## config.mk

```make
export PLATFORM = sky130hd
export DESIGN_NAME = hd44780_text_buffer
export DESIGN_NICKNAME = d
export VERILOG_FILES = /design/src/rtl/hd44780_text_buffer.sv
export SDC_FILE = /design/constraint.sdc
export NUM_CORES = 1
export LEC_CHECK = 0
export CORE_MARGIN = 3
export CORE_UTILIZATION = 62
export DETAILED_ROUTE_END_ITERATION = 10
export PLACE_DENSITY = 0.75
export SLEW_MARGIN = 40
export SYNTH_ARGS = -nofsm -noshare
export SYNTH_HDL_FRONTEND = slang
export SYNTH_SLANG_ARGS = --single-unit
```

## constraint.sdc

```tcl
create_clock -name clk -period 3.18 [get_ports clk]
set_input_delay 0.318 -clock clk [delete_from_list [all_inputs] [get_ports clk]]
set_output_delay 0.318 -clock clk [all_outputs]
set_load 0.02 [all_outputs]
```

## src/rtl/hd44780_text_buffer.sv

```systemverilog
// rtl/hd44780_text_buffer.sv - 4x20 character frame store with control-byte decode and refresh trigger for the HD44780 driver
module hd44780_text_buffer #(
    parameter int          LINE_WIDTH  = 20,
    parameter int          LINES       = 4,
    parameter int          HOLDOFF     = 64,
    parameter int          ACK_TIMEOUT = 16,
    parameter logic [7:0]  FILL_CHAR   = 8'h20,
    localparam int         MEM_DEPTH   = LINE_WIDTH * LINES,
    localparam int         ADDR_W      = $clog2(MEM_DEPTH),
    localparam int         LINE_W      = $clog2(LINES),
    localparam int         COL_W       = $clog2(LINE_WIDTH)
) (
    input  logic              clk,
    input  logic              rst,
    input  logic              wr_valid,
    output logic              wr_ready,
    input  logic [7:0]        wr_char,
    input  logic [ADDR_W-1:0] rd_addr,
    output logic [7:0]        rd_data,
    input  logic              lcd_busy,
    output logic              trg,
    output logic [LINE_W-1:0] cur_line,
    output logic [COL_W-1:0]  cur_col,
    output logic              dirty
);
    localparam int         HOLD_W   = $clog2(HOLDOFF + 1);
    localparam int         ACK_W    = $clog2(ACK_TIMEOUT + 1);
    localparam logic [7:0] CH_CLEAR = 8'h0C;
    localparam logic [7:0] CH_LF    = 8'h0A;
    localparam logic [7:0] CH_CR    = 8'h0D;

    typedef enum logic [2:0] {S_FILL, S_IDLE, S_HOLD, S_TRIG, S_ACK, S_DONE} state_t;

    state_t            state, state_nxt;
    logic [7:0]        mem [MEM_DEPTH];
    logic [ADDR_W-1:0] fill_addr, wr_idx, mem_addr;
    logic [7:0]        mem_wdata;
    logic              mem_we;
    logic [HOLD_W-1:0] hold_cnt;
    logic [ACK_W-1:0]  ack_cnt;
    logic              accept, is_clear, is_lf, is_cr, is_store;
    logic              fill_last, ack_expired, hold_done;
    logic [LINE_W-1:0] line_inc;

    assign wr_ready    = (state != S_FILL);
    assign trg         = (state == S_TRIG);
    assign accept      = wr_valid && wr_ready;
    assign is_clear    = accept && (wr_char == CH_CLEAR);
    assign is_lf       = accept && (wr_char == CH_LF);
    assign is_cr       = accept && (wr_char == CH_CR);
    assign is_store    = accept && (wr_char != CH_CLEAR) && (wr_char != CH_LF) && (wr_char != CH_CR);
    assign fill_last   = (fill_addr == ADDR_W'(MEM_DEPTH - 1));
    assign ack_expired = (ack_cnt == ACK_W'(ACK_TIMEOUT - 1));
    assign hold_done   = (hold_cnt == HOLD_W'(HOLDOFF));
    assign line_inc    = (cur_line == LINE_W'(LINES - 1)) ? '0 : cur_line + LINE_W'(1);
    // Linear cell index from the line/column counters; multiply by a constant, no divider.
    assign wr_idx      = ADDR_W'(cur_line) * ADDR_W'(LINE_WIDTH) + ADDR_W'(cur_col);

    always_comb begin
        state_nxt = state;
        case (state)
            S_FILL: if (fill_last) state_nxt = S_IDLE;
            S_IDLE: if (dirty) state_nxt = S_HOLD;
            S_HOLD: if (hold_done && !lcd_busy && !accept) state_nxt = S_TRIG;
            S_TRIG: state_nxt = S_ACK;
            S_ACK: begin
                if (lcd_busy)         state_nxt = S_DONE;
                else if (ack_expired) state_nxt = S_IDLE;
            end
            S_DONE: if (!lcd_busy) state_nxt = S_IDLE;
            default: state_nxt = S_FILL;
        endcase
        if (is_clear) state_nxt = S_FILL;
    end

    always_comb begin
        mem_we    = 1'b0;
        mem_addr  = wr_idx;
        mem_wdata = wr_char;
        if (state == S_FILL) begin
            mem_we    = 1'b1;
            mem_addr  = fill_addr;
            mem_wdata = FILL_CHAR;
        end else if (is_store) begin
            mem_we    = 1'b1;
        end
    end

    always_ff @(posedge clk) begin
        if (mem_we) mem[mem_addr] <= mem_wdata;
    end

    // Read-first: a same-edge write is seen only on the following read.
    always_ff @(posedge clk or negedge rst) begin
        if (!rst)                                rd_data <= 8'h00;
        else if (rd_addr < ADDR_W'(MEM_DEPTH))   rd_data <= mem[rd_addr];
        else                                     rd_data <= FILL_CHAR;
    end

    always_ff @(posedge clk or negedge rst) begin
        if (!rst) begin
            state     <= S_FILL;
            fill_addr <= '0;
            hold_cnt  <= '0;
            ack_cnt   <= '0;
            dirty     <= 1'b1;
            cur_line  <= '0;
            cur_col   <= '0;
        end else begin
            state     <= state_nxt;
            fill_addr <= (state == S_FILL && !fill_last) ? fill_addr + ADDR_W'(1) : '0;
            ack_cnt   <= (state == S_ACK) ? ack_cnt + ACK_W'(1) : '0;
            if (accept || state != S_HOLD) hold_cnt <= '0;
            else if (!hold_done)           hold_cnt <= hold_cnt + HOLD_W'(1);

            // An accept in the trigger cycle keeps dirty set so the new content is not lost.
            if (accept)                                       dirty <= 1'b1;
            else if (state == S_FILL && fill_last)            dirty <= 1'b1;
            else if (state == S_TRIG)                         dirty <= 1'b0;
            else if (state == S_ACK && !lcd_busy && ack_expired) dirty <= 1'b1;

            if (is_clear || is_lf || is_cr) cur_col <= '0;
            if (is_clear) begin
                cur_line <= '0;
            end else if (is_lf) begin
                cur_line <= line_inc;
            end else if (is_store) begin
                if (cur_col == COL_W'(LINE_WIDTH - 1)) begin
                    cur_col  <= '0;
                    cur_line <= line_inc;
                end else begin
                    cur_col  <= cur_col + COL_W'(1);
                end
            end
        end
    end
endmodule

```

==> results.txt <==
The flow ran to the end, and the final reports show no timing, DRC or antenna violations. The proportion of register bits with asynchronous set or reset after synthesis is 5.60%. Once the floorplan was initialized, standard cells occupied 63.6% of the core. For this design the static power due to leakage is 0.0104 uW. In this run the standard cell core region covers 42500 um2. The hold violation count in the final report is 0.

The number of distinct library cell variants in the gate-level netlist after synthesis came out at 63. The register bit total from synthesis is 678. The cell area power density is 760 nW/um2. The count of buffers inserted at the top-level ports is 36. The count of pins over their slew limit came out at 0.

In this run the tightest slew margin relative to its limit is 50.2%. The final routed wire length divided by cell count is 29.1 um. The total global routing overflow is 0. The relative contribution of combinational cells to total power is 17.9%.

The gate count after technology mapping came out at 1365. STA classifies the critical path endpoint as a flip-flop. The worst slack at placement came out at 160 ps. The placement row count is 75. The fraction of power spent switching nets is 27.0%. The synthesized netlist net count came out at 1395. The number of antenna repair diodes came out at 0. The total number of nets in the final design is 1580. The number of global-route vias before repair is 14500. The total setup buffers inserted after CTS came out at 0. TritonCTS built the clock tree. The x dimension of the die came out at 215 um. The number of routed nets with antenna violations came out at 0.

The critical path is of the flip-flop to flip-flop type. The sum of met3 wire segment lengths after detailed routing came out at 6370 um. The clock latency on the worst-skew pair came out at 590 ps. The clock-pin slew reported for the worst setup and hold paths after clock tree synthesis is 60 ps. For this run, the detailed router's first-pass iteration total came to 5. The peak supply drop came out at 1.23 mV. The finished layout holds 2175 standard cells, fillers aside. The total standard cell area after synthesis came out at 27000 um2. The number of enable flip-flop cells after synthesis came out at 640. The final period demand of the worst path came out at 2930 ps. The number of maximum-capacitance constraint violations came out at 0. For this block, the routed nets add up to 63200 um of wire. The transition time at the pin with the least slew margin came out at 744 ps. The data arrival time of the critical path is 3220 ps.

The area overhead of the layout relative to synthesis is 15.7%. The power share of the sequential group is 48.5%. The detailed router used layers up to and including met5. Setup repair after global routing left no endpoint under its margin.

Leaving out fill and tap cells, the most frequent cell in the layout is edfxtp_1. Of the cells placed in the final design, the portion with a size suffix greater than 1 is 27.2%. In the synthesized netlist the dominant register cell turns out to be edfxtp_1. The number of remaining DRC errors came out at 0. The count of routing violations after the opening detailed-route iteration came out at 1765.

The detailed router put a total of 24000 um of wire on met1. The final design area excluding fillers is 31300 um2. The wire length of the first global-routing pass is 95200 um. The aggregate global-route resource usage came out at 28.1%. Across all hold checks on the routed design, the worst slack comes to 272 ps.

The placed wire-length estimate is 38400 um. Clock tree synthesis selected as its root buffer the cell clkbuf_16. The post-layout worst setup margin is 254 ps. The global placement routability congestion came out at 0.867.

The boundary pin count is 37. The floorplan step defined a die boundary enclosing 46200 um2. The timing-limited maximum frequency is 342 MHz. The pin count of the biggest net entering global routing is 81. The count of endpoints failing setup in the final report came out at 0. The die is 215 um tall. The initial antenna violation count came out at 1. Adding up every negative setup slack in the final design gives 0 ps.

The H-tree level count came out at 3. The via density per instance is 6.54. The placed standard-cell area is 29000 um2. Leaving out fill and tap cells, the most frequent cells in the layout are 640 x edfxtp_1, 164 x mux4_2, 127 x buf_4.

The reported net switching power came out at 6430 uW. The worst setup path is launched from a flip-flop. The TritonCTS sink count is 678. At the worst endpoint, the required time is 3470 ps. The count of yosys warnings during synthesis came out at 0. The total clock buffers created by CTS came out at 68. The share of the clock period used by the worst path came out at 92.0%. The worst hold path belongs to the class input port to asynchronous set/reset pin. The number of placed instances, taps included, is 2055.

The worst-case register-to-register setup slack came out at 250 ps. In this run the worst path has a maximum fanout of 8. In the detailed route, the total length drawn on met2 is 30800 um. The cell-internal power is 17300 uW.

The part of the Yosys area used for sequential elements came out at 74.6%. The post-synthesis average cell area came out at 19.8 um2. The final clock skew came out at 21.2 ps. The portion of total power attributed to the clock network is 33.6%. The overall via count from detail_route came out at 14200.

The maximum clock path buffer count came out at 3.
-- stage by stage --
stage	power (uW)	utilization (%)
after floorplan	13900	-
after global placement	15800	68.2
after detailed placement	15900	68.3
after CTS	23800	73.5
after global routing	24600	73.6
final	23800	73.6
-- power groups by stage --
stage | Combinational (uW) | Clock [uW] | Sequential [uW]
5_1_grt | 4550 | 8470 | 11600
4_1_cts | 4210 | 8100 | 11500
3_5_place_dp | 4180 | 0 | 11700
2_1_floorplan | 2140 | 0 | 11700
3_3_place_gp | 4070 | 0 | 11700
6_report | 4250 | 7990 | 11500
-- layer usage --
layer  vias to the layer above  track usage [%]
li1                       5945                -
met1                      7353             40.6
met2                       794             43.7
met3                       138             6.24
met4                         2             8.89
met5                         -                0
-- path summary, 6_finish.rpt --
path                       cells past startpoint                 endpoint            startpoint
hold / removal                                 2  hold_cnt[2]$_DFFE_PN0P_                   rst
setup / recovery                               8     mem[65][3]$_DFFE_PP_  cur_col[2]$_DFF_PN0_
max in group asynchronous                      2     rd_data[4]$_DFF_PN0_                   rst
setup reg to reg                               8     mem[65][3]$_DFFE_PP_  cur_col[2]$_DFF_PN0_
hold reg to reg                                1     ack_cnt[0]$_DFF_PN0_  ack_cnt[0]$_DFF_PN0_
min in group clk                               1     ack_cnt[0]$_DFF_PN0_  ack_cnt[0]$_DFF_PN0_
-- cells by family after synthesis --
kind of cell             Yosys count  share of synthesized area, %
AO/OA/AOI/OAI                    109                          2.80
XOR/XNOR                          13                         0.421
adder cells (fa/ha/maj)           11                         0.537
buffers and inverters             78                          1.56
flip-flops                       678                          74.6
multiplexers                     216                          15.6
AND/OR/NAND/NOR                  260                          4.47
-- timing repair --
item,in CTS,in global routing
gates resized for setup,0,1
endpoints found under the hold margin,37,0
endpoints found under the setup margin,0,22
hold buffers,1,0
-- synthesized netlist by cell type, types with 5 or more instances --
library cell / instances / area share (%)
a32oi_1: 6 / 0.19
o21a_1: 7 / 0.19
mux4_2: 164 / 14
a221oi_1: 5 / 0.16
ha_1: 10 / 0.46
nand3b_1: 11 / 0.31
buf_4: 18 / 0.50
nor2b_1: 8 / 0.19
dfrtp_1: 37 / 3.4
o211ai_1: 7 / 0.19
xnor2_1: 8 / 0.26
nand3_1: 21 / 0.39
buf_2: 25 / 0.46
nor2_1: 116 / 1.6
and2_1: 10 / 0.23
nor3_1: 11 / 0.20
nand2b_1: 15 / 0.35
nand2_1: 47 / 0.65
inv_1: 11 / 0.15
o22ai_1: 18 / 0.42
clkbuf_1: 16 / 0.22
a21oi_1: 15 / 0.28
mux2i_1: 39 / 1.4
mux2_2: 13 / 0.54
xor2_1: 5 / 0.16
edfxtp_1: 640 / 71
o21ai_0: 14 / 0.26
a211oi_1: 9 / 0.25
-- cell type report --
type,instances,area (um2)
Sequential cell,678,20200
Inverter,12,45.0
Fill cell,2413,11200
Clock inverter,25,327
Tap cell,577,722
Clock buffer,93,1900
Multi-Input combinational cell,609,6470
Timing Repair Buffer,181,1650
-- sequential cells by signal, summed over array words and instances, names as in the netlist --
signal     cells
ack_cnt        5
cur_col        5
cur_line       2
dirty          1
fill_addr      7
hold_cnt       7
mem          640
rd_data        8
state          3
-- worst max-delay path, stage by stage, from the launching register on --
cell and delay (ps):
dfrtp_1 450, ha_1 250, fa_1 410, xnor2_1 330, nand2_1 100, o32ai_1 250, nand2_1 380, nor2_1 250
buf_4 220
Power figures use the tool's default switching activity.
